**src/rtl/pll_debug_counter_pkg.sv**
```systemverilog
// Shared constants and helpers for the emulated HFOSC->PLL->div2 clock chain.
// NUM/DEN mirror the SB_PLL40_CORE output ratio (DIVF+1)/((DIVR+1) << DIVQ).
package pll_debug_counter_pkg;

    localparam int unsigned DEF_DIVR   = 2;
    localparam int unsigned DEF_DIVF   = 63;
    localparam int unsigned DEF_DIVQ   = 6;
    localparam int unsigned LOCK_CNT_W = 8;

    function automatic int unsigned clog2_u(input int unsigned v);
        int unsigned r;
        int unsigned p;
        r = 0;
        p = 1;
        while (p < v) begin
            p = p << 1;
            r = r + 1;
        end
        return r;
    endfunction

    function automatic int unsigned pll_num(input int unsigned divf);
        return divf + 1;
    endfunction

    function automatic int unsigned pll_den(input int unsigned divr, input int unsigned divq);
        return (divr + 1) << divq;
    endfunction

endpackage

```
**src/rtl/pll_debug_counter_rate_accum.sv**
```systemverilog
// Lock-delay counter plus fractional NUM/DEN accumulator; pll_tick is a
// one-cycle enable at the emulated PLL output rate.
module rate_accum
    import pll_debug_counter_pkg::*;
#(
    parameter int unsigned NUM         = 64,
    parameter int unsigned DEN         = 192,
    parameter int unsigned LOCK_CYCLES = 16
) (
    input  logic clk,
    input  logic rst_n,
    input  logic en,
    output logic pll_lock,
    output logic pll_tick
);

    localparam int unsigned ACC_W = clog2_u(DEN) + 1;
    localparam logic [ACC_W:0] NUM_W = (ACC_W + 1)'(NUM);
    localparam logic [ACC_W:0] DEN_W = (ACC_W + 1)'(DEN);
    localparam logic [LOCK_CNT_W-1:0] LOCK_LAST = LOCK_CNT_W'(LOCK_CYCLES - 1);

    if (NUM > DEN) begin : g_bad_ratio
        $error("rate_accum: NUM (%0d) must not exceed DEN (%0d)", NUM, DEN);
    end
    if (LOCK_CYCLES < 1 || LOCK_CYCLES > 255) begin : g_bad_lock
        $error("rate_accum: LOCK_CYCLES (%0d) must be in 1..255", LOCK_CYCLES);
    end

    logic [LOCK_CNT_W-1:0] lock_cnt_q, lock_cnt_d;
    logic                  lock_q, lock_d;
    logic [ACC_W-1:0]      acc_q, acc_d;
    logic                  tick_q, tick_d;
    logic [ACC_W:0]        sum;

    always_comb begin
        lock_cnt_d = lock_cnt_q;
        lock_d     = lock_q;
        acc_d      = acc_q;
        tick_d     = 1'b0;
        sum        = {1'b0, acc_q} + NUM_W;

        // counter stops once locked so it can never wrap and drop lock
        if (!lock_q) begin
            lock_cnt_d = lock_cnt_q + 1'b1;
            lock_d     = (lock_cnt_q == LOCK_LAST);
        end

        if (lock_q && en) begin
            if (sum >= DEN_W) begin
                acc_d  = ACC_W'(sum - DEN_W);
                tick_d = 1'b1;
            end else begin
                acc_d  = ACC_W'(sum);
            end
        end
    end

    always_ff @(posedge clk or negedge rst_n) begin
        if (!rst_n) begin
            lock_cnt_q <= '0;
            lock_q     <= 1'b0;
            acc_q      <= '0;
            tick_q     <= 1'b0;
        end else begin
            lock_cnt_q <= lock_cnt_d;
            lock_q     <= lock_d;
            acc_q      <= acc_d;
            tick_q     <= tick_d;
        end
    end

    assign pll_lock = lock_q;
    assign pll_tick = tick_q;

endmodule

```
**src/rtl/pll_debug_counter.sv**
```systemverilog
// Emulated oscillator->PLL->div2 chain on clk, driving a prescaled LED counter.
// Everything runs on clk; the derived clocks exist only as enable pulses.
module pll_debug_counter
    import pll_debug_counter_pkg::*;
#(
    parameter int unsigned DIVR        = DEF_DIVR,
    parameter int unsigned DIVF        = DEF_DIVF,
    parameter int unsigned DIVQ        = DEF_DIVQ,
    parameter int unsigned LOCK_CYCLES = 16,
    parameter int unsigned PRESCALE_W  = 23,
    parameter int unsigned CNT_W       = 8
) (
    input  logic             clk,
    input  logic             rst_n,
    input  logic             en,
    output logic             pll_lock,
    output logic             pll_tick,
    output logic             sck_tick,
    output logic [CNT_W-1:0] led
);

    localparam int unsigned NUM = pll_num(DIVF);
    localparam int unsigned DEN = pll_den(DIVR, DIVQ);

    rate_accum #(
        .NUM         (NUM),
        .DEN         (DEN),
        .LOCK_CYCLES (LOCK_CYCLES)
    ) u_rate_accum (
        .clk      (clk),
        .rst_n    (rst_n),
        .en       (en),
        .pll_lock (pll_lock),
        .pll_tick (pll_tick)
    );

    logic                  phase_q, phase_d;
    logic                  sck_q, sck_d;
    logic [PRESCALE_W-1:0] pre_q, pre_d;
    logic [CNT_W-1:0]      led_q, led_d;

    always_comb begin
        phase_d = phase_q ^ pll_tick;
        sck_d   = pll_tick & phase_q;
        pre_d   = pre_q;
        led_d   = led_q;
        // led steps on the pre-increment zero so the first sck_tick is visible at once
        if (sck_q) begin
            pre_d = pre_q + 1'b1;
            if (pre_q == '0) begin
                led_d = led_q + 1'b1;
            end
        end
    end

    always_ff @(posedge clk or negedge rst_n) begin
        if (!rst_n) begin
            phase_q <= 1'b0;
            sck_q   <= 1'b0;
            pre_q   <= '0;
            led_q   <= '0;
        end else begin
            phase_q <= phase_d;
            sck_q   <= sck_d;
            pre_q   <= pre_d;
            led_q   <= led_d;
        end
    end

    assign sck_tick = sck_q;
    assign led      = led_q;

endmodule

```
**config.mk**
```make
export PLATFORM = sky130hd
export DESIGN_NAME = pll_debug_counter
export DESIGN_NICKNAME = d
export VERILOG_FILES = /design/src/rtl/pll_debug_counter_pkg.sv /design/src/rtl/pll_debug_counter_rate_accum.sv /design/src/rtl/pll_debug_counter.sv
export SDC_FILE = /design/constraint.sdc
export NUM_CORES = 1
export LEC_CHECK = 0
export CAP_MARGIN = 20
export CORE_ASPECT_RATIO = 1.2
export CORE_MARGIN = 8
export CORE_UTILIZATION = 62
export DETAILED_ROUTE_END_ITERATION = 16
export GPL_TIMING_DRIVEN = 0
export PLACE_DENSITY = 0.89
export SETUP_SLACK_MARGIN = 0.05
export SLEW_MARGIN = 5
export SYNTH_ARGS = -nofsm -noshare
export SYNTH_HDL_FRONTEND = slang
export SYNTH_HIERARCHICAL = 1
export SYNTH_SLANG_ARGS = --single-unit
```
**constraint.sdc**
```tcl
create_clock -name clk -period 2.4 [get_ports clk]
set_input_delay 0.6 -clock clk [delete_from_list [all_inputs] [get_ports clk]]
set_output_delay 0.6 -clock clk [all_outputs]
set_load 0.02 [all_outputs]
```
======== Yosys cells after proc, flatten, opt, wreduce, memory -nomap -nowiden ========
Index checks and enable logic that the tools add are counted.
storage, ports and cells
  bits in latches ......................... 0
  memories ................................ 0
  output and inout port bits .............. 11
  ROM bits ................................ 0
  bits in registers ....................... 52
  word-level logic and storage cells ...... 24
  bits of input ports ..................... 3
  bits in writable memories ............... 0
cells by class
  multipliers ............................. 0
  $add $sub $neg .......................... 5
  equal/unequal tests ..................... 1
  magnitude comparators ................... 1
  bitwise operators ....................... 2
  shifts and indexed selects .............. 0
  reduce and logical (&&, ||, !) cells .... 3
  muxes and demuxes ....................... 4
  divide/modulo/power cells ............... 0
operator list
  cell                     count
  $add A23 B1 Y23 const B  1
  $logic_not A23 Y1        1
  $add A8 B1 Y8 const B    2
  $add A9 B7 Y10 const B   1
  $ge A10 B8 Y1 const B    1
  $mux W9                  1
  $sub A9 B8 Y9 const B    1
  $eq A8 B4 Y1 const B     1
  $mux W1                  3
  $reduce_and A2 Y1        1
  $and A1 B1 Y1            1
  $logic_and A1 B1 Y1      1
  $xor A1 B1 Y1            1

======== Depth between registers and ports, before layout ========
  word-level depth ........................ 4
  depth in mapped cells ................... 6
  mapped depth without buffers ............ 6

======== Cells and area by module ========
The synthesis kept the hierarchy.
modules (own cells, without submodules)
  module             cells each  instances  seq. area each (µm²)  area each (µm²)
  pll_debug_counter  135         1          825.8                 1550.2
  rate_accum         45          1          325.3                 570.5

======== Worst setup path after synthesis ========
OpenSTA, ideal clock, no wires.
  path type ............................... reg-to-reg
  from .................................... reg sck_q (netlist: sck_tick)
  to ...................................... reg led_q[1] (netlist: led[1])
  path buffers ............................ 1
  data arrival time ....................... 1.536 ns
  data required time ...................... 2.275 ns
  stages on the path, launching flop included .. 6
  library setup time ...................... 0.125 ns
  slack ................................... 0.739 ns
  period minus slack after synthesis ...... 1.661 ns
  cell sequence ........................... dfrtp_1 > buf_4 > nor4b_2 > nand4_2 > nor2_1 > mux2_2
between the ends
  cells in the longest elaborated chain, start to end .. 1
ends and longest elaborated chain
  element                      RTL line                 RTL
  start, declared              pll_debug_counter.sv:38  logic sck_q, sck_d;
  start signal, assigned       pll_debug_counter.sv:64  sck_q <= sck_d;
  $reduce_and A2 Y1 (no line)  -
  end signal, assigned         pll_debug_counter.sv:66  led_q <= led_d;
  end, declared                pll_debug_counter.sv:40  logic [CNT_W-1:0] led_q, led_d;
No other way between the ends.
A chain may end at the register's enable or synchronous reset.

======== Worst setup path after layout ========
  from .................................... reg led_q[2] (netlist: led[2])
  to ...................................... out led[2]
RTL lines
  element        RTL line                 RTL
  end, declared  pll_debug_counter.sv:19  output logic [CNT_W-1:0] led
No word-level cell between the ends.

==> metrics.md <==
| Metric | Value |
|---|---|
| Mapped Area | 2120 um2 |
| Slowest cell on crit path | clkdlybuf4s50_1 |
| Worst-path clk slew | 0.08 ns |
| Tmin final | 1.98 ns |
| Worst-margin pin slew | 0.496 ns |
| Area grow syn2layout | 13.3% |
| Htree depth | 2 |
| Synth area leader | dfrtp_1 |
| Clock Path Buffers | 2 |
| Largest net degree at the start of global routing | 33 |
| CP arrival | 1.38 ns |
| Final Cycle Share | 82.4% |
| HP Class | in2async |
| Die W | 69.4 um |
| CP Capture Type | primary output |
| Seq/Total Area, Yosys | 54.3% |
| Status | finished, final reports clean |
| Clk root buf | clkbuf_8 |
| RSZ-0062 raised after global routing | false |
| Slew headroom | 66.7% |
| Placement Cell Area | 2310 um2 |
| Crit path largest cell delay | 0.64 ns |
| Hpwl dp | 2.65 mm |
| Die area | 5560 um2 |
| Synth area leaders | dfrtp_1 54%, xnor2_1 8.7%, xor2_1 6.6%, nand2_1 3.4%, ha_1 2.9% |
| Final Max Slew Viols | 0 |
| CTS buffer count | 5 |
| Power Total | 0.00170 W |
| PwrDens | 707 nW/um2 |
| All-layer global routing usage | 13.6% |
| WL final | 3.53 mm |
| Top Metal Used | met4 |
| DRT Pass-1 Iters | 4 |
| Area fraction of the dominant cell type after synthesis | 54.3% |
| Die height | 80.1 um |
| First-pass GRT wire length | 6.21 mm |
| Cts-stage hold buffer count | 0 |
| Post-CTS sizing | 0 |
| Seq. cell area | 1150 um2 |
| CP Launch Type | register |
| # IOs | 14 |
| Wire length per cell | 14.8 um |
| Synthesis-stage register bit count | 46 |
| Clock Skew | 0.00615 ns |
| Placer Congestion | 0.845 |
| Max-cap violations | 0 |
| Input/output buffers | 13 |
| Distinct cell type count after synthesis | 32 |
| Post-route ant nets | 0 |
| CTS tree | built |
| Clock sinks | 46 |
| Synth Area per Inst | 11.8 um2 |
| CP max FO | 6 |
| WL met2 | 1.85 mm |
| Post-CTS Setup Bufs | 0 |
| Syn Inst Count | 180 |
| Std-Cell Rows | 23 |
| Core Area | 3310 um2 |
| # diodes | 0 |
| Skew-Pair Late Insertion Delay | 0.30 ns |
| Syn_nets | 188 |
| CP Class | reg2out |
| Syn. warnings | 6 |
| Commonest cells after routing, fill and taps aside | 46 x dfrtp_1, 21 x xnor2_1, 19 x nand2_1, 16 x xor2_1, 12 x clkdlybuf4s50_1 |
| Fill cell count | 217 |
| Critical path, cell by cell | clkdlybuf4s50_1 |
| CP top delay family | buffers and inverters |
| Fin. Hold Viols | 0 |
| Vias | 1376 |
| M1 wire length | 1.50 mm |
| DR vias/cell | 5.76 |
| Buf+Inv Stages, Crit Path | 1 |
| Critical Path RT | 1.80 ns |
| Commonest non-fill, non-tap cell in the layout | dfrtp_1 |
| # setup viols final | 0 |
| Pleak | 1.13 nW |
| Vias in the first global route | 1431 |
| Initial antenna violation count | 0 |
| Met3 wire length | 131 um |
| Initial Util | 64.1% |
| Worst hold margin | 0.204 ns |
| Peak supply drop | 603 uV |
| Iter 0 DRT Violations | 89 |
| Multi-input gate area | 928 um2 |
| GRT overflow | 0 |
| Residual DRC count | 0 |
| Post-route cell area | 2400 um2 |
| Share of layout cells above drive strength 1 | 11.9% |
| Max Clk Rate | 506 MHz |
| Nets | 209 |
## final timing paths
path                            cells after the start  slack (ns)                  from                    to
max in group asynchronous                           2        1.72                 rst_n  pre_q[8]$_DFFE_PN0P_
worst max-delay path                                1        0.42    led[2]$_DFFE_PN0P_                led[2]
worst min register to register                      1        0.47     phase_q$_DFF_PN0_     phase_q$_DFF_PN0_
worst max register to register                      6        0.56  pre_q[0]$_DFFE_PN0P_    led[1]$_DFFE_PN0P_
min in group clk                                    1        0.47     phase_q$_DFF_PN0_     phase_q$_DFF_PN0_
worst min-delay path                                1        0.20                 rst_n  pre_q[3]$_DFFE_PN0P_
## cell usage after synthesis
master and instances:
nand4b_1 1, nand4bb_1 1, nor3_1 7, nand4_1 10
or2_2 1, o21a_1 1, buf_6 1, inv_1 5
a21o_1 2, xor2_1 16, and2b_1 1, and2_1 1
o21ai_0 1, nand3_1 7, xnor2_1 21, nor3_4 1
nand2_1 19, nor2_1 9, nor4_2 2, nor4_1 5
dfrtp_1 46, and4_1 2, nor3_2 2, buf_4 1
and3_1 3, nor4b_2 2, nand4_2 2, nand4b_4 1
mux2_2 2, ha_1 5, nand2b_1 1, clkbuf_1 1
## state kept, by name, indices dropped and copies added, names as in the netlist
register,cells
u_rate_accum/acc_q,3
u_rate_accum/lock_cnt_q,8
u_rate_accum/pll_lock,1
u_rate_accum/pll_tick,1
led,8
phase_q,1
pre_q,23
sck_tick,1
## through the flow
step	cells	setup WS (ns)	setup TNS, ns	util [%]
finish	239	0.423	0	72.6
global route	239	0.374	0	72.6
CTS	239	0.404	0	72.6
detailed placement	231	0.601	0	69.9
global placement	230	-0.360	-16.46	69.4
floorplan	180	0.739	0	-
## layer usage
layer | global-route usage [%] | vias to the layer above
met5 | 0 | -
li1 | - | 663
met2 | 24.1 | 24
met1 | 14.9 | 684
met3 | 4.19 | 5
met4 | 5.13 | 0
## report_power, final
| part | switching, W | internal (W) | total (W) |
|---|---|---|---|
| combinational | 0.000152 | 0.000139 | 0.000291 |
| clock | 0.000236 | 0.000232 | 0.000468 |
| sequential | 0.0000880 | 0.000851 | 0.000939 |
## worst reg2reg max path: cells and delay by family, from the launching register on
family        cells  cell delay (ns)
mux               1             0.35
fa+ha+maj         1             0.14
buf+inv           1             0.08
flops             1             0.44
simple gates      3             0.73
## logic make-up (layout without fill, tap and decap cells)
logic type / Yosys count / in the layout / synth area share (%)
AO/OA/AOI/OAI: 4 / 4 / 1.30
XOR/XNOR: 37 / 37 / 15.3
adder cells (fa/ha/maj): 5 / 5 / 2.95
buffers and inverters: 8 / 30 / 1.95
flip-flops: 46 / 46 / 54.3
multiplexers: 2 / 2 / 1.06
AND/OR/NAND/NOR: 78 / 78 / 23.2
## layout make-up
cell class              instances  share of cell area (%)
plain buffers                   3                   0.937
clock buffers                   7                    3.59
clock inverters                 1                   0.208
inverters                       5                   0.781
multi-input cells             126                    38.6
flip-flops and latches         46                    47.9
well taps                      37                    1.93
repair buffers                 14                    6.04
No activity file was read; power rests on OpenSTA's default activity.
